## config.mk

```make
export PLATFORM = sky130hd
export DESIGN_NAME = fetch_stage
export DESIGN_NICKNAME = d
export VERILOG_FILES = /design/src/rtl/fetch_pkg.sv /design/src/rtl/fetch_stage_if_id_reg.sv /design/src/rtl/fetch_stage.sv
export SDC_FILE = /design/constraint.sdc
export NUM_CORES = 1
export LEC_CHECK = 0
export BUFFER_PORTS_ARGS = -buffer_cell sky130_fd_sc_hd__buf_4
export CORE_ASPECT_RATIO = 1.1
export CORE_UTILIZATION = 35
export CTS_BUF_LIST = sky130_fd_sc_hd__clkbuf_8
export CTS_CLUSTER_SIZE = 20
export DETAILED_ROUTE_END_ITERATION = 8
export PLACE_DENSITY_LB_ADDON = 0.15
export SYNTH_ARGS = -nofsm -noshare
export SYNTH_HDL_FRONTEND = slang
export SYNTH_SLANG_ARGS = --single-unit
```

## constraint.sdc

```tcl
create_clock -name i_clk -period 5.9 [get_ports i_clk]
set_input_delay 1.475 -clock i_clk [delete_from_list [all_inputs] [get_ports i_clk]]
set_output_delay 1.475 -clock i_clk [all_outputs]
set_load 0.01 [all_outputs]
```

## src/rtl/fetch_pkg.sv

```systemverilog
// Shared fetch-side constants and the IF/ID entry layout consumed by decode.
package fetch_pkg;

  localparam logic [31:0] RESET_PC   = 32'h0000_0000;
  localparam logic [31:0] NOP_INSTR  = 32'h0000_0013;
  localparam logic [6:0]  OPC_BRANCH = 7'b1100011;

  typedef struct packed {
    logic [31:0] pc;
    logic [31:0] pc_four;
    logic [31:0] instr;
    logic        pred;
    logic        valid;
  } if_id_t;

  // A bubble keeps the PC bookkeeping but carries a NOP that decode ignores.
  function automatic if_id_t bubble_entry(input logic [31:0] pc, input logic [31:0] nop);
    if_id_t e;
    e.pc      = pc;
    e.pc_four = pc + 32'd4;
    e.instr   = nop;
    e.pred    = 1'b0;
    e.valid   = 1'b0;
    return e;
  endfunction

endpackage

```

## src/rtl/fetch_stage_if_id_reg.sv

```systemverilog
// IF/ID pipeline register: bubble beats load, otherwise the entry holds.
module if_id_reg
  import fetch_pkg::*;
#(
  parameter logic [31:0] P_NOP = NOP_INSTR
) (
  input  logic   i_clk,
  input  logic   i_rst,
  input  logic   load_i,
  input  logic   bubble_i,
  input  if_id_t entry_i,
  output if_id_t entry_o
);

  if_id_t entry_q;
  if_id_t entry_d;

  always_comb begin
    entry_d = entry_q;
    if (bubble_i) begin
      entry_d = bubble_entry(entry_i.pc, P_NOP);
    end else if (load_i) begin
      entry_d = entry_i;
    end
  end

  always_ff @(posedge i_clk or negedge i_rst) begin
    if (!i_rst) begin
      entry_q <= bubble_entry(32'h0000_0000, P_NOP);
    end else begin
      entry_q <= entry_d;
    end
  end

  assign entry_o = entry_q;

endmodule

```

## src/rtl/fetch_stage.sv

```systemverilog
// Instruction fetch: PC register, next-PC selection, imem addressing and the
// IF/ID register feeding decode, plus fetch/flush event counters.
module fetch_stage
  import fetch_pkg::*;
#(
  parameter logic [31:0] P_RESET_PC = RESET_PC,
  parameter logic [31:0] P_NOP      = NOP_INSTR
) (
  input  logic        i_clk,
  input  logic        i_rst,
  input  logic        i_stall_FD,
  input  logic        i_flush_D,
  input  logic        i_mispredict_E,
  input  logic        i_prediction_F,
  input  logic [31:0] i_PCTarget_F,
  output logic [31:0] o_PC_F,
  output logic [31:0] o_imem_addr,
  input  logic [31:0] i_imem_rdata,
  output logic [31:0] o_PC_D,
  output logic [31:0] o_instr_D,
  output logic [31:0] o_pc_four_D,
  output logic [1:0]  o_index_D,
  output logic        o_pred_D,
  output logic        o_valid_D,
  output logic [31:0] o_fetch_cnt,
  output logic [31:0] o_flush_cnt
);

  logic [31:0] pc_q, pc_d;
  logic        boot_q;
  logic [31:0] fetch_cnt_q, fetch_cnt_d;
  logic [31:0] flush_cnt_q, flush_cnt_d;
  logic [31:0] pc_plus4;
  logic [31:0] next_pc;
  logic        adv;
  logic        kill;
  logic        load;
  logic        bubble;
  if_id_t      fetch_entry;
  if_id_t      dec_entry;

  assign pc_plus4 = pc_q + 32'd4;

  // Both a correction and a predicted-taken redirect arrive on i_PCTarget_F.
  assign next_pc = (i_mispredict_E || i_prediction_F) ? i_PCTarget_F : pc_plus4;

  // During boot the imem has no valid word yet, so the PC must not move.
  assign adv  = !boot_q && (!i_stall_FD || i_mispredict_E);
  assign kill = i_mispredict_E || i_flush_D;

  assign bubble = kill || (!i_stall_FD && boot_q);
  assign load   = !kill && !i_stall_FD && !boot_q;

  always_comb begin
    pc_d        = adv ? next_pc : pc_q;
    fetch_cnt_d = load ? fetch_cnt_q + 32'd1 : fetch_cnt_q;
    flush_cnt_d = kill ? flush_cnt_q + 32'd1 : flush_cnt_q;
  end

  // ---- IF stage: PC, boot flag and counters ----
  always_ff @(posedge i_clk or negedge i_rst) begin
    if (!i_rst) begin
      pc_q        <= P_RESET_PC;
      boot_q      <= 1'b1;
      fetch_cnt_q <= 32'd0;
      flush_cnt_q <= 32'd0;
    end else begin
      pc_q        <= pc_d;
      boot_q      <= 1'b0;
      fetch_cnt_q <= fetch_cnt_d;
      flush_cnt_q <= flush_cnt_d;
    end
  end

  // Whenever boot is clear the imem output is the word at pc_q.
  assign fetch_entry.pc      = pc_q;
  assign fetch_entry.pc_four = pc_plus4;
  assign fetch_entry.instr   = i_imem_rdata;
  assign fetch_entry.pred    = i_prediction_F;
  assign fetch_entry.valid   = 1'b1;

  // ---- IF/ID boundary ----
  if_id_reg #(
    .P_NOP(P_NOP)
  ) u_if_id (
    .i_clk   (i_clk),
    .i_rst   (i_rst),
    .load_i  (load),
    .bubble_i(bubble),
    .entry_i (fetch_entry),
    .entry_o (dec_entry)
  );

  assign o_PC_F      = pc_q;
  assign o_imem_addr = adv ? next_pc : pc_q;
  assign o_PC_D      = dec_entry.pc;
  assign o_instr_D   = dec_entry.instr;
  assign o_pc_four_D = dec_entry.pc_four;
  assign o_index_D   = dec_entry.pc[3:2];
  assign o_pred_D    = dec_entry.pred;
  assign o_valid_D   = dec_entry.valid;
  assign o_fetch_cnt = fetch_cnt_q;
  assign o_flush_cnt = flush_cnt_q;

endmodule

```

==> results.yml <==
critical_path:
  cp_data_arrival_time_ns: 3.49
  crit_fanout: 32
  r2r-start: "o_PC_F[2]"
  r2r_cells: 5
  r2r-end: "o_PC_F[27]"
  crit_path_start: "i_mispredict_E"
  cp-end-kind: "primary output"
  r2r_slack_ns: 3.39
  worstSetupStartpointType: "input port"
  worst_ep_required_time_ns: 4.43
  criticalPathCategory: "in2out"
power:
  netSwitchingPower_mw: 1.046
  power_frac_seq_pct: 50.1
  combPwrFrac_pct: 21.0
  ir_drop_mv: 0.1472
  swShare_pct: 32.28
  power_density_mw_per_mm2: 286.0
  intPower_mw: 2.194
  finalPower_mw: 3.240
  clkPwrFrac_pct: 28.9
  p_leak_nw: 5.533
sta:
  fmax_mhz: 201.4
  fin_crit_sh_pct: 84.15
  rsz0062_at_grt: "false"
  min_period_ns: 4.965
  tns_ns: 0
  maxSlewViolCount: 0
  skew_ns: 0.02671
  tightest_slew_ns: 1.119
  setup_viol: 0
  slew_headroom_pct: 25.11
  finalHoldViolCount: 0
yosys:
  synth.yosys.seq_area_share_pct: 56.06
  synth_commonest_cells: "nand2_1 (189), dfrtp_1 (188), xnor2_1 (59)"
  syn_nets: 918
  synth_top_area_share_pct: 54.53
  synth_ff_type: "dfrtp_1"
  avgSynthCellArea_um2: 10.21
  synth.distinct_cells: 43
  synth_area_leaders: "dfrtp_1 (55%), nand2_1 (8.2%), xnor2_1 (6.0%)"
  netlist_area_mm2: 0.008627
  synth_warnings: 0
  yosys_register_bits: 193
  synth_top_area_cell: "dfrtp_1"
  ys_async_sr_fraction_pct: 100.0
  postSynthCellCount: 845
  yosysMostFrequentCell: "nand2_1"
  synth_edf_count: 0
layout:
  fin_util_pct: 47.36
  drive_gt1_share_pct: 32.28
  num_antenna_cells: 0
  final_nets: 1163
  area_delta_synth_final_pct: 31.31
worst_hold_path:
  hold_end: "u_if_id.entry_o[83]"
  min_from: "u_if_id.entry_o[83]"
  whs_path_depth: 2
  min_path_type: "reg2reg"
die:
  io_pins: 298
  dieArea_mm2: 0.02528
  dieHeight_um: 166.7
  start_util_pct: 36.07
  coreArea_mm2: 0.02392
  rows: 59
  die_x_um: 151.7
clock_network:
  holdBufCountCts: 0
  clk_pin_slew_worst_paths_ns: 0.10
  ctsResizeCount: 0
  h-tree-depth: 4
  numCtsBuffers: 17
  clock_path_buffers: 2
  clock_sinks: 193
  tritoncts: "built"
  clk_latency_ns: 0.48
  clockRootBuffer: "clkbuf_8"
  postCtsSetupRepairBufs: 0
global_routing:
  grt_pass1_vias: 6864
  grt_max_degree: 108
  overflow: 0
  grt_pass1_wl_um: 39580
  track_usage_pct: 20.39
  antenna_found_initial: 0
placed_design:
  io_buffers: 297
  dp.final_hpwl_um: 17830
  gp_congestion: 0.8106
route:
  vias: 7027
  drt_iter0_drc: 324
  first_pass_iters: 4
  wl_um: 25460
  drc: 0
  wl_per_cell_um: 18.08
  antenna_left: 0
  routed_via_density: 4.991
run:
  max-cap-violations: 0
run_status:
  status: "finished, final reports clean"
stage by stage:
stage	setup slack (ns)	hold WS, ns	std cells	cell area (um^2)
after floorplan	1.315	0.4691	845	8627
after global placement	0.9246	0.4516	1376	10900
after detailed placement	0.9224	0.4569	1376	10900
after CTS	0.9094	0.4809	1408	11330
after global routing	0.7299	0.4945	1408	11330
final	0.9353	0.4737	1408	11330
worst max-delay path, cell delays in order:
cell	delay (ns)
buf_4	0.14
inv_1	0.06
a21o_1	0.46
nor2_4	0.83
a22oi_1	0.13
o21ai_0	0.18
buf_4	0.19
registers in the layout, summed over array words and instances, names as in the netlist:
register	cells
u_if_id.entry_o	96
o_flush_cnt	32
o_PC_F	32
o_fetch_cnt	32
boot_q	1
per-layer routing:
metal	vias up	track usage (%)	routed length, um
li1	3381	-	-
met1	3423	27.66	11410
met2	198	32.29	12090
met3	25	4.110	1470
met4	0	6.672	490
met5	-	0	0
cells by family after synthesis:
logic type                 Yosys count  share of synthesized area [%]
muxes                                2                         0.2466
DFF                                193                          56.06
buffers and inverters               86                          5.482
AOI/OAI and AO/OA                  128                          10.08
other                                1                        0.04347
and+or+nand+nor                    343                          18.62
xor gates and xnor gates            89                          9.036
adders and majority gates            3                         0.4351
power groups by stage:
stage	clock network, mW	registers [mW]	logic [mW]
finish	0.937	1.62	0.679
global route	1.03	1.65	0.744
CTS	0.973	1.62	0.692
detailed placement	0	1.65	0.691
global placement	0	1.64	0.689
floorplan	0	1.64	0.297
final cells by class:
type / count / area, um^2
well taps: 305 / 381.6
repair buffers: 305 / 2308
clock inverters: 15 / 196.4
clock buffers: 17 / 234.0
inverters: 7 / 26.28
multi-input cells: 566 / 3346
flip-flops and latches: 193 / 4836
fillers: 2340 / 12590
layout by cell type (no fill, tap or decap), drive strengths merged, types with 16 or more instances in the layout:
| cell | Yosys | layout |
|---|---|---|
| a21oi | 16 | 16 |
| a22o | 30 | 30 |
| buf | 49 | 304 |
| clkbuf | 30 | 18 |
| dfrtp | 188 | 188 |
| inv | 7 | 16 |
| nand2 | 190 | 190 |
| nand3 | 30 | 30 |
| nand4 | 27 | 27 |
| nor2 | 34 | 34 |
| nor4 | 16 | 16 |
| o21ai | 48 | 48 |
| xnor2 | 59 | 59 |
| xor2 | 30 | 30 |
worst max-delay path by stage:
stage	to	slack, ns	cells past startpoint
floorplan	o_imem_addr[10]	1.32	5
global placement	o_imem_addr[11]	0.92	7
detailed placement	o_imem_addr[26]	0.92	7
CTS	o_imem_addr[26]	0.91	7
global route	o_imem_addr[28]	0.73	7
finish	o_imem_addr[26]	0.94	7
(Power assumes the default switching activity.)
